<file path="src/rtl/xbar_req_port.sv">
// xbar_req_port -- crossbar request port.
// Buffers upstream flits in a DEPTH-entry circular FIFO. The head flit's top
// DW bits select a crossbar destination. In-range heads are requested until
// granted without backpressure. Out-of-range heads are discarded for one cycle.
// Optional feature: define XBAR_REQ_STALL_CNT_EN to add the stall_cnt_o counter.
// Ports:
//   clk, rst            clock, synchronous active-high reset
//   in_data/in_valid    upstream flit and valid
//   in_ready            FIFO has room (count_o < DEPTH)
//   data_o/dest_o       head flit and its destination (0 when empty)
//   dest_en_o           request to crossbar
//   ack_i/bp_i          same-cycle grant and destination backpressure
//   drop_o              head flit discarded this cycle
//   count_o             FIFO occupancy
//   stall_cnt_o         cycles requested without transfer (optional)
module xbar_req_port #(
   parameter int unsigned PORTS = 2,
   parameter int unsigned WIDTH = 8,
   parameter int unsigned DEPTH = 4
) (
   input  logic                     clk,
   input  logic                     rst,
   input  logic [WIDTH-1:0]         in_data,
   input  logic                     in_valid,
   output logic                     in_ready,
   output logic [WIDTH-1:0]         data_o,
   output logic [$clog2(PORTS)-1:0] dest_o,
   output logic                     dest_en_o,
   input  logic                     ack_i,
   input  logic                     bp_i,
   output logic                     drop_o,
   output logic [$clog2(DEPTH):0]   count_o
`ifdef XBAR_REQ_STALL_CNT_EN
   ,
   output logic [15:0]              stall_cnt_o
`endif
);

   localparam int unsigned DW = $clog2(PORTS);
   localparam int unsigned AW = $clog2(DEPTH);
   localparam int unsigned CW = AW + 1;

   typedef enum logic [1:0] {S_EMPTY, S_REQ, S_DROP} state_t;

   state_t           r_state;
   state_t           w_state_nxt;
   logic [WIDTH-1:0] r_mem [DEPTH];
   logic [AW-1:0]    r_rd_ptr;
   logic [AW-1:0]    r_wr_ptr;
   logic [AW-1:0]    w_rd_nxt;
   logic [CW-1:0]    r_count;
   logic [CW-1:0]    w_count_nxt;
   logic             w_push;
   logic             w_pop;
   logic             w_xfer;
   logic [DW-1:0]    w_dest_nxt;

   assign in_ready = (r_count < CW'(DEPTH));
   assign w_push   = in_valid & in_ready;
   assign w_xfer   = (r_state == S_REQ) & ack_i & ~bp_i;
   assign w_pop    = w_xfer | (r_state == S_DROP);
   assign w_rd_nxt = w_pop ? r_rd_ptr + AW'(1) : r_rd_ptr;

   // Destination of the post-update head; an entry written this edge that
   // becomes the head (FIFO empty after the pop) is taken from in_data.
   assign w_dest_nxt = (w_push && (r_wr_ptr == w_rd_nxt)) ? in_data[WIDTH-1 -: DW]
                                                          : r_mem[w_rd_nxt][WIDTH-1 -: DW];

   assign data_o  = (r_count != '0) ? r_mem[r_rd_ptr] : '0;
   assign dest_o  = data_o[WIDTH-1 -: DW];
   assign count_o = r_count;

   // Occupancy update
   always_comb begin
      w_count_nxt = r_count;
      case ({w_push, w_pop})
         2'b10:   w_count_nxt = r_count + CW'(1);
         2'b01:   w_count_nxt = r_count - CW'(1);
         default: w_count_nxt = r_count;
      endcase
   end

   // State register
   always_ff @(posedge clk) begin
      if (rst) r_state <= S_EMPTY;
      else     r_state <= w_state_nxt;
   end

   // Next state from post-update contents; Moore outputs from current state
   always_comb begin
      w_state_nxt = S_EMPTY;
      dest_en_o   = 1'b0;
      drop_o      = 1'b0;
      if (w_count_nxt != '0) begin
         w_state_nxt = ({1'b0, w_dest_nxt} < (DW+1)'(PORTS)) ? S_REQ : S_DROP;
      end
      case (r_state)
         S_REQ:   dest_en_o = 1'b1;
         S_DROP:  drop_o    = 1'b1;
         default: ;
      endcase
   end

   // FIFO pointers and occupancy
   always_ff @(posedge clk) begin
      if (rst) begin
         r_rd_ptr <= '0;
         r_wr_ptr <= '0;
         r_count  <= '0;
      end else begin
         r_rd_ptr <= w_rd_nxt;
         r_count  <= w_count_nxt;
         if (w_push) r_wr_ptr <= r_wr_ptr + AW'(1);
      end
   end

   // FIFO storage
   always_ff @(posedge clk) begin
      if (!rst && w_push) r_mem[r_wr_ptr] <= in_data;
   end

`ifdef XBAR_REQ_STALL_CNT_EN
   logic [15:0] r_stall;

   // Saturating count of requested-but-not-transferred cycles
   always_ff @(posedge clk) begin
      if (rst)                                  r_stall <= '0;
      else if (w_xfer || (r_state == S_EMPTY))  r_stall <= '0;
      else if (dest_en_o && (r_stall != 16'hFFFF)) r_stall <= r_stall + 16'd1;
   end

   assign stall_cnt_o = r_stall;
`endif

endmodule
</file>
<file path="config.mk">
export PLATFORM = sky130hd
export DESIGN_NAME = xbar_req_port
export DESIGN_NICKNAME = d
export VERILOG_FILES = /design/src/rtl/xbar_req_port.sv
export SDC_FILE = /design/constraint.sdc
export NUM_CORES = 1
export LEC_CHECK = 0
export ABC_CLOCK_PERIOD_IN_PS = 3400
export BUFFER_PORTS_ARGS = -buffer_cell sky130_fd_sc_hd__buf_2
export CAP_MARGIN = 20
export CORE_MARGIN = 3
export CORE_UTILIZATION = 59
export CTS_CLUSTER_DIAMETER = 80
export DETAILED_ROUTE_END_ITERATION = 6
export GPL_ROUTABILITY_DRIVEN = 0
export GPL_TIMING_DRIVEN = 0
export PLACE_DENSITY = 0.91
export SYNTH_ARGS = -nofsm -noshare
export SYNTH_HDL_FRONTEND = slang
export SYNTH_SLANG_ARGS = --single-unit
</file>
<file path="constraint.sdc">
create_clock -name clk -period 3.4 [get_ports clk]
set_input_delay 0.68 -clock clk [delete_from_list [all_inputs] [get_ports clk]]
set_output_delay 0.68 -clock clk [all_outputs]
set_load 0.01 [all_outputs]
</file>
==> impl_metrics.tcl <==
set metrics [dict create \
    rsz0062_at_grt "false" \
    first_pass_iters 4 \
    rows 19 \
    ys_ff_latch 42 \
    yosysWarningCount 0 \
    htree_levels 2 \
    maxCapViolCount 0 \
    r2r_cells 7 \
    multi_input_comb_area_um2 508 \
    synth_area_leaders "edfxtp_1 (56%), dfxtp_1 (12%), mux4_2 (10%)" \
    fin_util_pct 70.4 \
    worst-setup-path-type "reg -> out" \
    wl_per_cell_um 16.7 \
    cts_made_buffers 5 \
    avgSynthCellArea_um2 16.2 \
    synth_common_cells "edfxtp_1 (32), dfxtp_1 (10), mux4_2 (8), nor2_1 (8), inv_1 (7)" \
    drc 0 \
    async_flop_share_pct 0 \
    layout.nets 159 \
    arrival_ps 1940 \
    synth.most_common_cell "edfxtp_1" \
    hold_depth 2 \
    synth_largest_area_cell "edfxtp_1" \
    combPwrFrac_pct 21.3 \
    switching_share_pct 26.8 \
    cts_resized 0 \
    setup_tns_ps 0 \
    antenna_found_initial 0 \
    cts-root-buf "clkbuf_4" \
    synthFlopType "edfxtp_1" \
    top_level_ports 28 \
    max_freq_ghz 0.382 \
    postCtsSetupRepairBufs 0 \
    irDropWorstVdd_uv 477 \
    die_w_um 60.2 \
    cts_tree "built" \
    startpoint "count_o[2]" \
    worstSkewPairLatency_ps 340 \
    hold_class "reg -> reg" \
    cp_max_fo 8 \
    layout_setup_ws_ps 783 \
    start_util_pct 62.2 \
    yosysSeqAreaShare_pct 67.1 \
    ff_latch_area_mm2 0.00116 \
    portBuffers 26 \
    antennaDiodeCount 0 \
    area_delta_synth_final_pct 13.2 \
    fin_crit_sh_pct 77.0 \
    drive_gt1_share_pct 33.3 \
    power_leakage_nw 0.754 \
    cp_slowest_stage_delay_ps 790 \
    setup_viol 0 \
    track_usage_pct 17.7 \
    netlist_area_mm2 0.00173 \
    p_switching_mw 0.291 \
    p_seq_share_pct 55.8 \
    skew_ps 9.69 \
    grt_pass1_wl_mm 4.44 \
    cp_slowest_cell "nor3_1" \
    die_area_mm2 0.00362 \
    yosysUniqueCellTypes 29 \
    clk_path_buf_depth 2 \
    hold_viol 0 \
    netlist_instances 107 \
    p_total_mw 1.08 \
    dp_worst_setup_slack_ps 968 \
    clkPwrFrac_pct 22.9 \
    die_h_um 60.2 \
    grt_max_degree 13 \
    power_density_mw_per_mm2 553 \
    drtIter0Drc 42 \
    vias 942 \
    cp_cell_sequence "nor3_1 -> nor2b_1 -> buf_4 -> buf_2" \
    syn_nets 126 \
    wirelength_mm 2.88 \
    overflow 0 \
    worst_pin_slew_ps 952 \
    synth_enable_flop_cells 32 \
    worstHoldStart "r_rd_ptr[1]" \
    end_kind "output port" \
    layout_min_cycle_time_ps 2620 \
    status "complete, no violations" \
    relSlewSlack_pct 36.1 \
    dp_hpwl_mm 2.15 \
    final_antenna_net_count 0 \
    clk_pin_slew_worst_paths_ps 110 \
    reg2reg_from "count_o[2]" \
    synth_top_area_share_pct 55.5 \
    grt_pass1_vias 905 \
    start_kind "flip-flop" \
    report.final.slew_viol_count 0 \
    crit_required_ps 2720 \
    fill_cells 190 \
    clock_sinks 42 \
    cts_hold_buf 0 \
    p_int_mw 0.793 \
    avgViaCountPerCell 5.48 \
    core-area_mm2 0.00278 \
]
==> state kept, by name, summed over array words and instances, names as in the netlist, named ones only <==
register and count:
r_state 1, r_wr_ptr 2, r_mem 32, count_o 3, r_rd_ptr 2
==> path summary, 6_finish.rpt <==
path / slack [ps] / endpoint
min reg2reg: 540 / r_rd_ptr[1]
max: 780 / data_o[7]
min: 540 / r_rd_ptr[1]
max reg2reg: 1300 / r_state[0]
==> through the flow <==
stage          hold WS (ps)  instances  area, um^2
2_1_floorplan           485        107        1730
3_3_place_gp            492        164        1900
3_5_place_dp            517        164        1900
4_1_cts                 538        172        1960
5_1_grt                 523        172        1960
6_report                543        172        1960
==> kinds of logic (layout without fill, tap and decap cells) <==
group	Yosys count	in the layout	share of synthesized area, %
AND/OR/NAND/NOR	28	28	9.33
other	1	1	0.217
adder cells (fa/ha/maj)	6	6	4.77
flip-flops	42	42	67.1
XOR/XNOR	5	5	2.53
AO/OA/AOI/OAI	4	4	1.52
multiplexers	9	9	11.0
buffers and inverters	12	46	3.54
==> power groups by stage <==
stage	combinational, mW	sequential, mW	clock, mW
6_report	0.231	0.605	0.248
3_3_place_gp	0.219	0.613	0
4_1_cts	0.236	0.605	0.256
2_1_floorplan	0.144	0.619	0
5_1_grt	0.255	0.609	0.280
3_5_place_dp	0.234	0.617	0
==> cell type report <==
cell class                 instances  area share (%)
buffer                             5            1.79
clock buffer                       7            2.81
clock inverter                     1           0.255
inverter                           7            1.34
multi-input combinational         53            25.9
sequential                        42            59.3
tap                               31            1.98
timing repair buffer              26            6.64
==> layer usage <==
layer  track usage, %  vias to the layer above  routed length, um
met5                0                        -                  0
met4             3.80                        0                 16
met3             6.05                        2                220
met2             31.8                       33               1650
met1             20.2                      455                986
li1                 -                      452                  -
==> worst max-delay path, delay by kind of cell (launching register included) <==
family	cells	cell delay, ps
flip-flops	1	370
buffers and inverters	2	300
AND/OR/NAND/NOR	2	920
==> cell usage in the layout (no fill, tap or decap), types with 2 or more instances in the layout <==
cell type	instances
clkbuf_1	2
nor2b_1	4
and2_1	4
buf_2	26
nor2_1	8
ha_1	5
edfxtp_1	32
nand2b_1	2
xor2_1	4
and2b_1	4
clkbuf_4	5
mux4_2	8
dfxtp_1	10
inv_1	7
buf_4	2
No activity file was read; power rests on OpenSTA's default activity.
